**config.mk**
```make
export PLATFORM = sky130hd
export DESIGN_NAME = fifo_occ_ctl
export DESIGN_NICKNAME = d
export VERILOG_FILES = /design/src/rtl/fifo_occ_pkg.sv /design/src/rtl/fifo_occ_mem.sv /design/src/rtl/fifo_occ_ctl.sv
export SDC_FILE = /design/constraint.sdc
export NUM_CORES = 1
export LEC_CHECK = 0
export ABC_AREA = 1
export CAP_MARGIN = 20
export CORE_MARGIN = 1
export CORE_UTILIZATION = 60
export CTS_CLUSTER_SIZE = 24
export DETAILED_ROUTE_END_ITERATION = 8
export MAX_ROUTING_LAYER = met4
export PLACE_DENSITY_LB_ADDON = 0.2
export SYNTH_ARGS = -nofsm -noshare
export SYNTH_HDL_FRONTEND = slang
export SYNTH_SLANG_ARGS = --single-unit
```
**constraint.sdc**
```tcl
create_clock -name clk -period 6.2 [get_ports clk]
set_input_delay 0.62 -clock clk [delete_from_list [all_inputs] [get_ports clk]]
set_output_delay 0.62 -clock clk [all_outputs]
set_load 0.005 [all_outputs]
```
**src/rtl/fifo_occ_pkg.sv**
```systemverilog
// fifo_occ_pkg
//   Shared definitions for the fifo_occ_ctl FIFO:
//   - FIFO_DEF_DEPTH / FIFO_DEF_WIDTH : default geometry
//   - fifo_op_e                       : accepted-operation encoding for one cycle
//                                       (bit 0 = push accepted, bit 1 = pop accepted)
//   - clog2_count(depth)              : width needed to hold a count 0..depth
package fifo_occ_pkg;

  localparam int FIFO_DEF_DEPTH = 16;
  localparam int FIFO_DEF_WIDTH = 8;

  typedef enum logic [1:0] {
    FIFO_OP_IDLE = 2'd0,
    FIFO_OP_PUSH = 2'd1,
    FIFO_OP_POP  = 2'd2,
    FIFO_OP_BOTH = 2'd3
  } fifo_op_e;

  // Bits needed to represent 0..depth (i.e. clog2(depth+1)).
  function automatic int clog2_count(input int depth);
    int w;
    w = 0;
    for (int i = 0; i < 31; i++) begin
      if ((64'd1 << i) <= 64'(depth)) begin
        w = i + 1;
      end
    end
    return w;
  endfunction

endpackage

```
**src/rtl/fifo_occ_mem.sv**
```systemverilog
// fifo_occ_mem
//   DEPTH x WIDTH register array, one write port and one synchronous read port.
//   The storage itself is not reset; only the read data register is, so that
//   the FIFO read output starts at zero.
// Ports:
//   clk    : clock
//   reset  : synchronous active-high reset of the read data register
//   we     : write enable, waddr/wdata written on the clock edge
//   waddr  : write address
//   wdata  : write data
//   re     : read enable, rdata <= mem[raddr] on the clock edge, else holds
//   raddr  : read address
//   rdata  : registered read data
module fifo_occ_mem #(
  parameter int WIDTH = 8,
  parameter int DEPTH = 16,
  parameter int AW    = 4
) (
  input  logic             clk,
  input  logic             reset,
  input  logic             we,
  input  logic [AW-1:0]    waddr,
  input  logic [WIDTH-1:0] wdata,
  input  logic             re,
  input  logic [AW-1:0]    raddr,
  output logic [WIDTH-1:0] rdata
);

  logic [WIDTH-1:0] mem_r [DEPTH];
  logic [WIDTH-1:0] rdata_r;

  // Storage write port.
  always_ff @(posedge clk) begin
    if (we) begin
      mem_r[waddr] <= wdata;
    end
  end

  // Registered read port; holds the last word when no read is requested.
  always_ff @(posedge clk) begin
    if (reset) begin
      rdata_r <= '0;
    end else if (re) begin
      rdata_r <= mem_r[raddr];
    end else begin
      rdata_r <= rdata_r;
    end
  end

  assign rdata = rdata_r;

endmodule

```
**src/rtl/fifo_occ_ctl.sv**
```systemverilog
// fifo_occ_ctl
//   Synchronous FIFO with occupancy count, almost-full/almost-empty flags and
//   sticky overflow/underflow error flags.
// Ports:
//   clk, reset          : clock, synchronous active-high reset
//   push, data_in       : write request and data
//   pop                 : read request
//   data_out, rd_valid  : read data, valid one cycle after an accepted pop
//   fifo_count          : occupancy 0..DEPTH
//   full, empty         : fifo_count==DEPTH / fifo_count==0
//   almost_full         : fifo_count >= AF_LEVEL
//   almost_empty        : fifo_count <= AE_LEVEL
//   overflow_err        : sticky, set by a dropped push
//   underflow_err       : sticky, set by a rejected pop
//   err_clr             : clears both error flags (a same-cycle new error wins)
module fifo_occ_ctl
  import fifo_occ_pkg::*;
#(
  parameter  int WIDTH    = FIFO_DEF_WIDTH,
  parameter  int DEPTH    = FIFO_DEF_DEPTH,
  parameter  int AF_LEVEL = 12,
  parameter  int AE_LEVEL = 4,
  localparam int CW       = clog2_count(DEPTH)
) (
  input  logic             clk,
  input  logic             reset,
  input  logic             push,
  input  logic [WIDTH-1:0] data_in,
  input  logic             pop,
  output logic [WIDTH-1:0] data_out,
  output logic             rd_valid,
  output logic [CW-1:0]    fifo_count,
  output logic             full,
  output logic             empty,
  output logic             almost_full,
  output logic             almost_empty,
  output logic             overflow_err,
  output logic             underflow_err,
  input  logic             err_clr
);

  localparam int AW = (DEPTH > 1) ? $clog2(DEPTH) : 1;

  localparam logic [CW-1:0] DEPTH_C = CW'(DEPTH);
  localparam logic [CW-1:0] AF_C    = CW'(AF_LEVEL);
  localparam logic [CW-1:0] AE_C    = CW'(AE_LEVEL);
  localparam logic [CW-1:0] CNT_ONE = CW'(1'b1);
  localparam logic [AW-1:0] PTR_LAST = AW'(DEPTH - 1);
  localparam logic [AW-1:0] PTR_ONE  = AW'(1'b1);

  logic [AW-1:0] wr_ptr_r;
  logic [AW-1:0] rd_ptr_r;
  logic [CW-1:0] count_r;
  logic          rd_valid_r;
  logic          overflow_r;
  logic          underflow_r;

  logic          full_s;
  logic          empty_s;
  logic          push_ok_s;
  logic          pop_ok_s;
  logic          ovf_set_s;
  logic          unf_set_s;
  fifo_op_e      op_s;
  logic [CW-1:0] count_nxt_s;

  // Explicit wrap so non-power-of-two depths work.
  function automatic logic [AW-1:0] ptr_next(input logic [AW-1:0] p);
    if (p == PTR_LAST) begin
      return '0;
    end else begin
      return p + PTR_ONE;
    end
  endfunction

  assign full_s  = (count_r == DEPTH_C);
  assign empty_s = (count_r == '0);

  // A pop makes room, so a push into a full FIFO is accepted alongside it.
  assign pop_ok_s  = pop & ~empty_s;
  assign push_ok_s = push & (~full_s | pop_ok_s);
  assign ovf_set_s = push & full_s & ~pop;
  assign unf_set_s = pop & empty_s;
  assign op_s      = fifo_op_e'({pop_ok_s, push_ok_s});

  // Next occupancy from the accepted operation pair.
  always_comb begin
    count_nxt_s = count_r;
    case (op_s)
      FIFO_OP_PUSH: count_nxt_s = count_r + CNT_ONE;
      FIFO_OP_POP:  count_nxt_s = count_r - CNT_ONE;
      FIFO_OP_IDLE: count_nxt_s = count_r;
      FIFO_OP_BOTH: count_nxt_s = count_r;
      default:      count_nxt_s = count_r;
    endcase
  end

  // Pointers, occupancy and read-valid pulse.
  always_ff @(posedge clk) begin
    if (reset) begin
      wr_ptr_r   <= '0;
      rd_ptr_r   <= '0;
      count_r    <= '0;
      rd_valid_r <= 1'b0;
    end else begin
      wr_ptr_r   <= push_ok_s ? ptr_next(wr_ptr_r) : wr_ptr_r;
      rd_ptr_r   <= pop_ok_s  ? ptr_next(rd_ptr_r) : rd_ptr_r;
      count_r    <= count_nxt_s;
      rd_valid_r <= pop_ok_s;
    end
  end

  // Sticky error flags; a new error in the clear cycle keeps the flag set.
  always_ff @(posedge clk) begin
    if (reset) begin
      overflow_r  <= 1'b0;
      underflow_r <= 1'b0;
    end else begin
      if (ovf_set_s) begin
        overflow_r <= 1'b1;
      end else if (err_clr) begin
        overflow_r <= 1'b0;
      end else begin
        overflow_r <= overflow_r;
      end
      if (unf_set_s) begin
        underflow_r <= 1'b1;
      end else if (err_clr) begin
        underflow_r <= 1'b0;
      end else begin
        underflow_r <= underflow_r;
      end
    end
  end

  fifo_occ_mem #(
    .WIDTH (WIDTH),
    .DEPTH (DEPTH),
    .AW    (AW)
  ) u_mem (
    .clk   (clk),
    .reset (reset),
    .we    (push_ok_s),
    .waddr (wr_ptr_r),
    .wdata (data_in),
    .re    (pop_ok_s),
    .raddr (rd_ptr_r),
    .rdata (data_out)
  );

  assign rd_valid      = rd_valid_r;
  assign fifo_count    = count_r;
  assign full          = full_s;
  assign empty         = empty_s;
  assign almost_full   = (count_r >= AF_C);
  assign almost_empty  = (count_r <= AE_C);
  assign overflow_err  = overflow_r;
  assign underflow_err = underflow_r;

endmodule

```
### Word-level counts from Yosys, hierarchy flattened

Memories as Yosys holds them, arrays and structs flattened. A register that Yosys moved wholly into a read port is not among the register bits.
Cells that the tools add are included.
W data, S select, Z words.

| storage, ports and cells | value |
|---|---|
| register bits | 16 |
| bits in writable memories | 128 |
| input port bits | 13 |
| output and inout bits | 20 |
| logic and storage cells | 41 |
| memories kept | 1 |

| operators by class | value |
|---|---|
| add/subtract/negate cells | 4 |
| order comparisons | 2 |
| eq/ne operators | 6 |
| multiplexer cells | 8 |
| bitwise logic cells | 9 |
| reduce and logical (&&, ||, !) cells | 5 |

Memory list:

| name | words | bits a word | rd ports | clocked after Yosys merged registers in | write ports | RTL line | text |
|---|---|---|---|---|---|---|---|
| u_mem.mem_r | 16 | 8 | 1 | 1 | 1 | fifo_occ_mem.sv:29 | `logic [WIDTH-1:0] mem_r [DEPTH];` |

Operator list:

| operator | count |
|---|---|
| $pmux W5 S2 | 1 |
| $add A4 B1 Y4 const B | 2 |
| $eq A4 B4 Y1 const B | 2 |
| $mux W4 | 2 |
| $add A5 B1 Y5 const B | 1 |
| $and A1 B1 Y1 | 5 |
| $eq A5 B5 Y1 const B | 1 |
| $ge A5 B4 Y1 const B | 1 |
| $le A5 B3 Y1 const B | 1 |
| $logic_not A5 Y1 | 1 |
| $mux W1 | 5 |
| $sub A5 B1 Y5 const B | 1 |
| $eq A2 B2 Y1 const B | 2 |
| $reduce_bool A2 Y1 | 2 |
| $not A1 Y1 | 3 |
| $eq A2 B1 Y1 const B | 1 |
| $logic_not A2 Y1 | 1 |
| $reduce_or A2 Y1 | 1 |
| $or A1 B1 Y1 | 1 |

### Longest topological paths before layout

Gate-level depths: netlist (run 1).

| depth | value |
|---|---|
| word-level depth | 7 |
| mapped depth | 16 |
| depth with buffers taken out | 16 |

### Hierarchy

A second synthesis (run 1) with hierarchy kept.

| unflattened totals | value |
|---|---|
| cell total of the unflattened synthesis | 622 |
| area, all modules | 6525.0 sq um |

By module, submodules not included:

| module | times used | cells each | area each (sq um) | sequential area each (sq um) |
|---|---|---|---|---|
| fifo_occ_mem | 1 | 490 | 5577.8 | 4003.8 |
| fifo_occ_ctl | 1 | 132 | 947.2 | 320.3 |

### Least setup slack after synthesis (run 1)

No wires, ideal clock.

| timing | value |
|---|---|
| path type | register to register |
| from | reg count_r[0], in the netlist fifo_count[0] |
| to | reg count_r[4], in the netlist fifo_count[4] |
| data arrival time | 2.019 ns |
| setup slack | 4.110 ns |
| cell stages (with the launch flop) | 17 |
| path buffers | 0 |
| cells stage by stage | dfxtp_1 nor2_2 nand3_1 nor2_2 nand2_1 nand2_4 ha_1 xor2_1 ha_1 inv_1 nand2_1 nand3_1 nand2_1 nand2_1 nand2_1 nand2_1 a21oi_1 |

RTL lines:

| element | RTL line | text |
|---|---|---|
| start: declaration | fifo_occ_ctl.sv:53 | `logic [CW-1:0] count_r;` |
| start signal: assignment | fifo_occ_ctl.sv:108 | `count_r <= count_nxt_s;` |
| $eq A5 B5 Y1 (*) | fifo_occ_ctl.sv:76 | `assign full_s = (count_r == DEPTH_C);` |
| net full | fifo_occ_ctl.sv:33 | `output logic full,` |
| $not A1 Y1 (*) | fifo_occ_ctl.sv:81 | `assign push_ok_s = push & (~full_s \| pop_ok_s);` |
| $or A1 B1 Y1 (*) | fifo_occ_ctl.sv:81 |  |
| $and A1 B1 Y1 (*) | fifo_occ_ctl.sv:81 |  |
| $eq A2 B2 Y1, or another cell as far along | fifo_occ_ctl.sv:89 | `case (op_s)` |
| $pmux W5 S2 / $reduce_or A2 Y1 (equally long branches) | -- |  |

Mark *: on every way through the listed nets, which the timed path passes. The rest lies on a longest branch.
A chain may end at the register's enable or synchronous reset.

==> results.ini, run 1 <==
[status]
outcome=finished, final reports clean

[cts]
clockBufferDepth=2
clk_latency_ps=540
cts_setup_buffers=0
clkTransAtPathRegs_ps=70
h-tree-depth=4
ctsResizeCount=0
cts_sinks=152
cts_tree=yes
post_cts_hold_buffer_count=0
cts_made_buffers=17
cts_root_buffer=clkbuf_8

[place]
port_buffers=32
pre_cts_slack_ps=3311
gp_congestion=0.9079
hpwl_um=8414

[timing]
slew_headroom_pct=26.02
final.setup.worst_slack_ps=3686
setup_viol_count_final=0
period_needed_ps=2514
rsz0062_at_grt=false
fin_skew_ps=12.19
hold_violations=0
slew_violations=0
fmax_mhz=397.8
finalCritPeriodShare_pct=40.55
tns_ps=0
tightest_slew_ps=1110

[pwr]
ir_drop_uv=230.6
power.leakage_nw=2.621
powerDensity_mw_per_mm2=406.8

[synth]
synth_fp_nets=609
synth_top_area_share_pct=60.70
async_flop_share_pct=0
synthCells=588
synth_cell_type_count=25
ys_seq_elements=152
yosysMostFrequentCell=edfxtp_1
ys_top_cells_by_area=edfxtp_1 61%, dfxtp_1 7.6%, nand2_1 6.5%
synth-edff-count=128
syn-cell-area_sq_mm=0.006332
synth-warning-count=0
ys_top_cells_by_count=128 x edfxtp_1, 109 x nand2_1, 99 x nor2_1, 59 x nand3_1, 36 x o21ai_0
yosys.area.top_type=edfxtp_1
syn_avg_cell_area_sq_um=10.77
synth_ff_type=edfxtp_1
seq_area_frac_synth_pct=68.29

[cells_and_area]
final_nets=635
areaGrowthSynthToFinish_pct=14.25
layout-drive-gt1-share_pct=6.699
antennaDiodeCount=0
nFillCells=739

[global_route]
grtUsageMet2_pct=44.37
busiest_layer=met2
grt_pass1_vias=4182
grt_overflow=0
met1_usage_pct=34.42
grt.total_usage_pct=27.82
grt_max_degree=69
grtUsageMet3_pct=5.490
antenna_found_initial=0
grt_pass1_wl_um=21650

[critical_path]
start_kind=register
path_max_fanout=68
critical_path_required_ps=6610
worst_setup_path_end_kind=register
ff2ff_setup_slack_ps=3690
cp.arrival_ps=2930
critPathKind=reg -> reg

[detailed_routing]
ant_nets=0
drc=0
dr.pass1.iters=5
drt_iter0_markers=468
wl_per_cell_um=18.42
wirelength_um=14050
via_count=4395
vias_per_cell=5.760

[floorplan]
die_w_um=104.7
start_util_pct=61.61
std_cell_rows=37
core_sq_mm=0.01028
ios=33
design.die.area_sq_mm=0.01097
die_h_um=104.7

[worst_hold_path]
hp-class=reg -> reg

[flow_run]
max_cap_viol_count=0

critical path, stage by stage (launching register included):
cell,delay (ps)
dfxtp_2,320
buf_4,570
inv_2,620
nand2_1,210
nand2_1,80
nand2_1,50
o21ai_0,130
a21oi_1,270
a21oi_1,100
sequential cells by signal, indices dropped and copies added, names as in the netlist:
signal / flops
u_mem.mem_r: 128
u_mem.rdata: 8
fifo_count: 5
rd_ptr_r: 4
wr_ptr_r: 4
overflow_err: 1
rd_valid: 1
underflow_err: 1
placed cells by master, fill, tap and decap left out:
cell             Yosys  routed
a21boi_0             1       1
a21oi_1             27      27
buf_4                5       2
bufinv_16            0       1
clkbuf_1             5       2
clkbuf_16            0      16
clkbuf_8             0       1
clkdlybuf4s50_1      0      32
clkinv_1             2       3
clkinv_4             0       5
clkinvlp_4           0       4
dfxtp_1             24      23
dfxtp_2              0       1
edfxtp_1           128     128
ha_1                 8       8
inv_1               19      19
inv_2                5       5
inv_6                0       2
nand2_1            109     109
nand2_2              1       1
nand2_4              1       1
nand3_1             59      59
nand3_2              1       1
nand4_1              2       2
nor2_1              99      99
nor2_2               2       2
nor3_1               2       2
o21ai_0             36      36
o21ai_1             29      29
xor2_1               6       6
layout make-up:
| class | count | area, sq um | area share [%] |
|---|---|---|---|
| multi-input cells | 383 | 1759 | 24.32 |
| clock buffers | 19 | 421.7 | 5.828 |
| well taps | 136 | 170.2 | 2.352 |
| clock inverters | 13 | 125.1 | 1.730 |
| inverters | 26 | 97.59 | 1.349 |
| flip-flops and latches | 152 | 4325 | 59.79 |
| repair buffers | 34 | 335.3 | 4.635 |
metal layers:
metal | wire, um | vias to the layer above
met5 | 0 | -
met4 | 408 | 0
met2 | 7005 | 162
li1 | - | 2087
met3 | 887 | 32
met1 | 5754 | 2114
cell families (layout without fill, tap and decap cells):
group,after synthesis,count (layout),share of synthesized area [%]
buffers and inverters,53,92,3.932
adders and majority gates,8,8,1.581
and+or+nand+nor,276,276,17.98
xor gates and xnor gates,6,6,0.8299
AOI/OAI and AO/OA,93,93,7.390
DFF,152,152,68.29
metrics by stage:
| step | cells | hold slack [ps] | area, sq um | utilization, % | total power, mW |
|---|---|---|---|---|---|
| 2_1_floorplan | 588 | 459.7 | 6332 | - | 1.750 |
| 3_3_place_gp | 731 | 453.3 | 6688 | 65.07 | 1.990 |
| 3_5_place_dp | 731 | 459.5 | 6688 | 65.07 | 2.007 |
| 4_1_cts | 763 | 470.1 | 7234 | 70.39 | 2.945 |
| 5_1_grt | 763 | 493.2 | 7234 | 70.39 | 3.079 |
| 6_report | 763 | 469.8 | 7234 | 70.39 | 2.943 |
path summary, 6_finish.rpt:
check	cells after the start	startpoint	end
max	8	rd_ptr_r[0]	u_mem.rdata[6]
min	2	underflow_err	underflow_err
max reg2reg	8	rd_ptr_r[0]	u_mem.rdata[6]
min reg2reg	2	underflow_err	underflow_err
where the power goes:
group,internal [mW],switching (mW),total (mW),leakage (nW)
logic,0.280,0.501,0.781,1.01
clock network,0.536,0.413,0.949,0.253
registers,1.17,0.0441,1.21,1.35
Power figures use the tool's default switching activity.
==> run 2: changes to the inputs <==
Settings changed: CORE_UTILIZATION 60 to 59.
Clock period 6.2 ns to 2.45 ns, I/O delays scaled along.
==> run 2 against run 1 <==
Sequential power grew to 2.5 times the previous value. Critical path depth grew 8. Core utilization grew 1.2 points. Worst hold slack lost 89 ps. Global-route usage grew 0.30 points. Total power grew to 2.6 times the previous value. Setup slack lost 3500 ps. Combinational power grew to 2.7 times the previous value. Maximum frequency grew 12%. Cell count grew 2.5%. Largest cell class unchanged.
==> results.ini, run 2 (synthesis results as in run 1) <==
[pwr]
power_mw=7.633
powerDensity_mw_per_mm2=1029
power.leakage_nw=2.731
ir_drop_uv=579.2

[critical_path]
r2r_start=fifo_count[0]
critPathSlowestCell=dfxtp_1
r2r.worst_path.cells=16
cp.arrival_ps=2700
rr_endpoint=fifo_count[4]
start_kind=register
path_max_fanout=9
path_buf_inv=1
cpPeakStageDelay_ps=370
critPathKind=reg -> reg
worst_setup_path_end_kind=register
path_common_cell=nand2_1
path_delay_family=simple AND/OR/NAND/NOR gates
ff2ff_setup_slack_ps=200
cp_cell_sequence=nor2_2 > nand3_1 > nor2_2 > nand2_1 > nand2_4 > ha_4 > xor2_2 > ha_1 > inv_1 > nand2_1 > nand3_1 > nand2_1 > nand2_1 > nand2_1 > nand2_1 > a21oi_1
setup.worst_path.start=fifo_count[0]
critical_path_required_ps=2900

[cells_and_area]
final_cell_mix=128 x edfxtp_1, 109 x nand2_1, 99 x nor2_1
utilization_pct=71.56
final_common_cell=edfxtp_1
regMostFlops=u_mem.mem_r
seqCellArea_sq_mm=0.004325
largest_register_ffs=128
reg_top3=u_mem.mem_r: 128 flops, u_mem.rdata: 8 flops, fifo_count: 5 flops
nFillCells=734
multi_input_area_sq_mm=0.001779
layout-drive-gt1-share_pct=9.907
antennaDiodeCount=0
final_nets=655
areaGrowthSynthToFinish_pct=17.19

[cts]
cts_root_buffer=clkbuf_8
cts_sinks=152
cts_tree=yes
clk_latency_ps=520
clockBufferDepth=2
h-tree-depth=4
clkTransAtPathRegs_ps=70
cts_setup_buffers=0
cts_made_buffers=17

[floorplan]
core_sq_mm=0.01037
design.die.area_sq_mm=0.01115
ios=33
die_w_um=105.6
die_h_um=105.6
start_util_pct=61.06
std_cell_rows=37

[timing]
tightest_slew_ps=795.2
tns_ps=0
fmax_mhz=444.0
fin_skew_ps=11.08
final.setup.worst_slack_ps=197.7
setup_viol_count_final=0
slew_violations=0
period_needed_ps=2252
slew_headroom_pct=46.82
finalCritPeriodShare_pct=91.93
finalHoldWorstSlack_ps=380.6
hold_violations=0
rsz0062_at_grt=false

[worst_hold_path]
whs_path_depth=4
min_to=overflow_err
hold_start=err_clr
hp-class=in -> reg

[detailed_routing]
drc=0
vias_per_cell=5.789
ant_nets=0
wl_per_cell_um=18.48
dr.pass1.iters=7
via_count=4527
wirelength_um=14450
drt_iter0_markers=483

[global_route]
antenna_found_initial=0
grt_pass1_wl_um=22390
grt.total_usage_pct=28.12
grt_overflow=0
grt_pass1_vias=4350
grt_max_degree=68

[status]
outcome=finished, final reports clean

[place]
hpwl_um=8832
pre_cts_slack_ps=53.89
gp_congestion=0.8826
port_buffers=32

[flow_run]
max_cap_viol_count=0

[run 2: cell count changes in the layout (fill, tap and decap cells not counted), sizes merged]
cell,before,now
buf,2,22
bufinv,1,2
clkbuf,19,18
clkinv,8,5
clkinvlp,4,5
inv,26,27
[run 2: repair_timing]
item / 4_1_cts / 5_1_grt
gates resized for setup: 0 / 4
hold buffers: 0 / 0
endpoints found under the setup margin: 0 / 3
[run 2: worst reg2reg max path: cells and delay by family (launching register included)]
kind / cells / cell delay (ps)
compound gates: 1 / 130
flops: 1 / 370
buf+inv: 1 / 30
fa+ha+maj: 2 / 350
simple gates: 11 / 1110
xor+xnor: 1 / 180
[run 2: per-stage QoR]
step / cell area [sq um] / std cells
final: 7421 / 782
after global routing: 7421 / 782
after detailed placement: 6838 / 751
after global placement: 6838 / 751
after CTS: 7401 / 782
after floorplan: 6332 / 588
[run 2: worst max path at each step]
stage	endpoint	slack, ps	cells after the start
finish	fifo_count[4]	200	16
CTS	fifo_count[4]	50	16
floorplan	fifo_count[4]	360	16
global placement	fifo_count[4]	140	15
detailed placement	fifo_count[4]	50	15
global route	fifo_count[4]	20	16
[run 2: per-layer routing]
layer  global-route usage (%)  share of wire, %  vias up
li1                         -                 -     2112
met1                    35.58                40     2145
met2                    44.41                49      222
met3                    5.133               6.6       48
met4                    13.39               3.5        0
met5                        -                 0        -
[run 2: power by group]
group | internal (mW) | total [mW] | switching, mW
logic | 0.755 | 2.07 | 1.32
clock network | 1.45 | 2.48 | 1.03
registers | 2.96 | 3.08 | 0.123
total | 5.16 | 7.63 | 2.47
[run 2: cell type report]
| class | count | share of cell area (%) |
|---|---|---|
| flip-flops and latches | 152 | 58.29 |
| multi-input cells | 383 | 23.98 |
| repair buffers | 54 | 6.542 |
| clock buffers | 18 | 5.631 |
| well taps | 136 | 2.293 |
| clock inverters | 13 | 1.956 |
| inverters | 26 | 1.315 |
==> run 3: changes to the inputs <==
Settings changed: CORE_UTILIZATION 59 to 60, DONT_BUFFER_PORTS from default to 1.
==> run 3 against run 2 <==
Global-route usage is 0.40 points higher. Routed wire length is 0.17% lower. Register-to-register slack hardly changed. Setup slack worse by 8.1 ps. Core utilization is 0.82 points lower. Largest power group unchanged. Highest routed layer unchanged.
==> results.ini, run 3 (synthesis results as in run 1) <==
[global_route]
grt.total_usage_pct=28.52
antenna_found_initial=2
grt_max_degree=57
grt_overflow=0
grt_pass1_wl_um=22430
grt_pass1_vias=4291

[floorplan]
std_cell_rows=37
ios=33
die_h_um=104.7
start_util_pct=61.61
design.die.area_sq_mm=0.01097
core_sq_mm=0.01028
die_w_um=104.7

[timing]
fmax_mhz=442.4
tightest_slew_ps=670.3
period_needed_ps=2260
rsz0062_at_grt=false
setup_viol_count_final=0
hold_violations=0
finalCritPeriodShare_pct=92.26
slew_violations=0
tns_ps=0
slew_headroom_pct=55.16
fin_skew_ps=13.72

[critical_path]
cp_cell_sequence=nor2_2 > nand3_1 > nor2_2 > nand2_1 > nand2_4 > buf_4 > inv_2 > nand2_1 > nor2_1 > buf_4
cp.arrival_ps=2500
critPathKind=reg -> reg
path_max_fanout=7
cpPeakStageDelay_ps=480
r2r_start=fifo_count[1]
start_kind=register
rr_endpoint=u_mem.mem_r[5][4]
r2r.worst_path.cells=10
worst_setup_path_end_kind=register
ff2ff_setup_slack_ps=190
critPathSlowestCell=dfxtp_1
critical_path_required_ps=2690

[detailed_routing]
wirelength_um=14430
drc=0
via_count=4463
ant_nets=0
drt_iter0_markers=417
wl_per_cell_um=18.79
dr.pass1.iters=6
vias_per_cell=5.811

[cts]
clkTransAtPathRegs_ps=70
cts_tree=yes
clockBufferDepth=2
cts_made_buffers=17
clk_latency_ps=530
cts_root_buffer=clkbuf_8
h-tree-depth=4
cts_sinks=152

[cells_and_area]
areaGrowthSynthToFinish_pct=14.82
reg_top3=u_mem.mem_r: 128 flops, u_mem.rdata: 8 flops, fifo_count: 5 flops
layout-drive-gt1-share_pct=10.63
utilization_pct=70.75
final_common_cell=edfxtp_1
final_nets=638
largest_register_ffs=128
regMostFlops=u_mem.mem_r
final_cell_mix=128 x edfxtp_1, 109 x nand2_1, 99 x nor2_1

[place]
gp_congestion=0.8908
hpwl_um=8444
port_buffers=0

[flow_run]
max_cap_viol_count=0

[worst_hold_path]
hp-class=in -> reg
whs_path_depth=3
min_to=rd_ptr_r[2]
hold_start=reset

[pwr]
ir_drop_uv=604.0
power.leakage_nw=2.696
powerDensity_mw_per_mm2=1015

[status]
outcome=finished, final reports clean

[run 3: power by group]
| part | internal (mW) | switching [mW] |
|---|---|---|
| logic | 0.556 | 1.22 |
| registers | 2.96 | 0.165 |
| clock network | 1.45 | 1.04 |
[run 3: per-stage QoR]
step	setup slack (ps)	cell area, sq um	total power [mW]	cells	hold slack [ps]
2_1_floorplan	360.2	6332	4.429	588	343.9
3_3_place_gp	141.8	6530	4.789	719	317.0
3_5_place_dp	37.65	6530	4.834	719	317.5
4_1_cts	4.879	7238	7.367	765	95.18
5_1_grt	24.00	7271	7.723	768	134.0
6_report	189.7	7271	7.382	768	115.6
[run 3: repair_timing]
| action | 4_1_cts | 5_1_grt |
|---|---|---|
| resized for setup | 0 | 4 |
| endpoints found under the setup margin | 0 | 4 |
| buffers inserted | 0 | 1 |
| endpoints found under the hold margin | 141 | 0 |
| hold buffers | 14 | 0 |
[run 3: cell type report]
| type | count | area, sq um |
|---|---|---|
| diodes | 2 | 5.005 |
| repair buffers | 37 | 325.3 |
| inverters | 26 | 97.59 |
| well taps | 136 | 170.2 |
| clock buffers | 17 | 414.1 |
| flip-flops and latches | 152 | 4325 |
| multi-input cells | 383 | 1779 |
| clock inverters | 15 | 153.9 |
| fillers | 739 | 3007 |
[run 3: worst max-delay path by stage]
stage | from | endpoint | slack, ps
6_report | fifo_count[1] | u_mem.mem_r[5][4] | 190
5_1_grt | fifo_count[0] | fifo_count[4] | 20
4_1_cts | fifo_count[0] | fifo_count[4] | 5
3_5_place_dp | fifo_count[0] | fifo_count[4] | 40
3_3_place_gp | fifo_count[0] | fifo_count[4] | 140
2_1_floorplan | fifo_count[0] | fifo_count[4] | 360
[run 3: layer usage]
| metal | track usage (%) | share of wire [%] | vias up |
|---|---|---|---|
| met5 | - | 0 | - |
| met4 | 12.27 | 2.1 | 0 |
| li1 | - | - | 2080 |
| met1 | 36.35 | 41 | 2157 |
| met2 | 44.51 | 49 | 200 |
| met3 | 6.238 | 7.5 | 26 |
[run 3: critical path, delay by kind of cell, from the launching register on]
family | cells | cell delay (ps)
flip-flops | 1 | 480
buffers and inverters | 3 | 510
AND/OR/NAND/NOR | 7 | 960
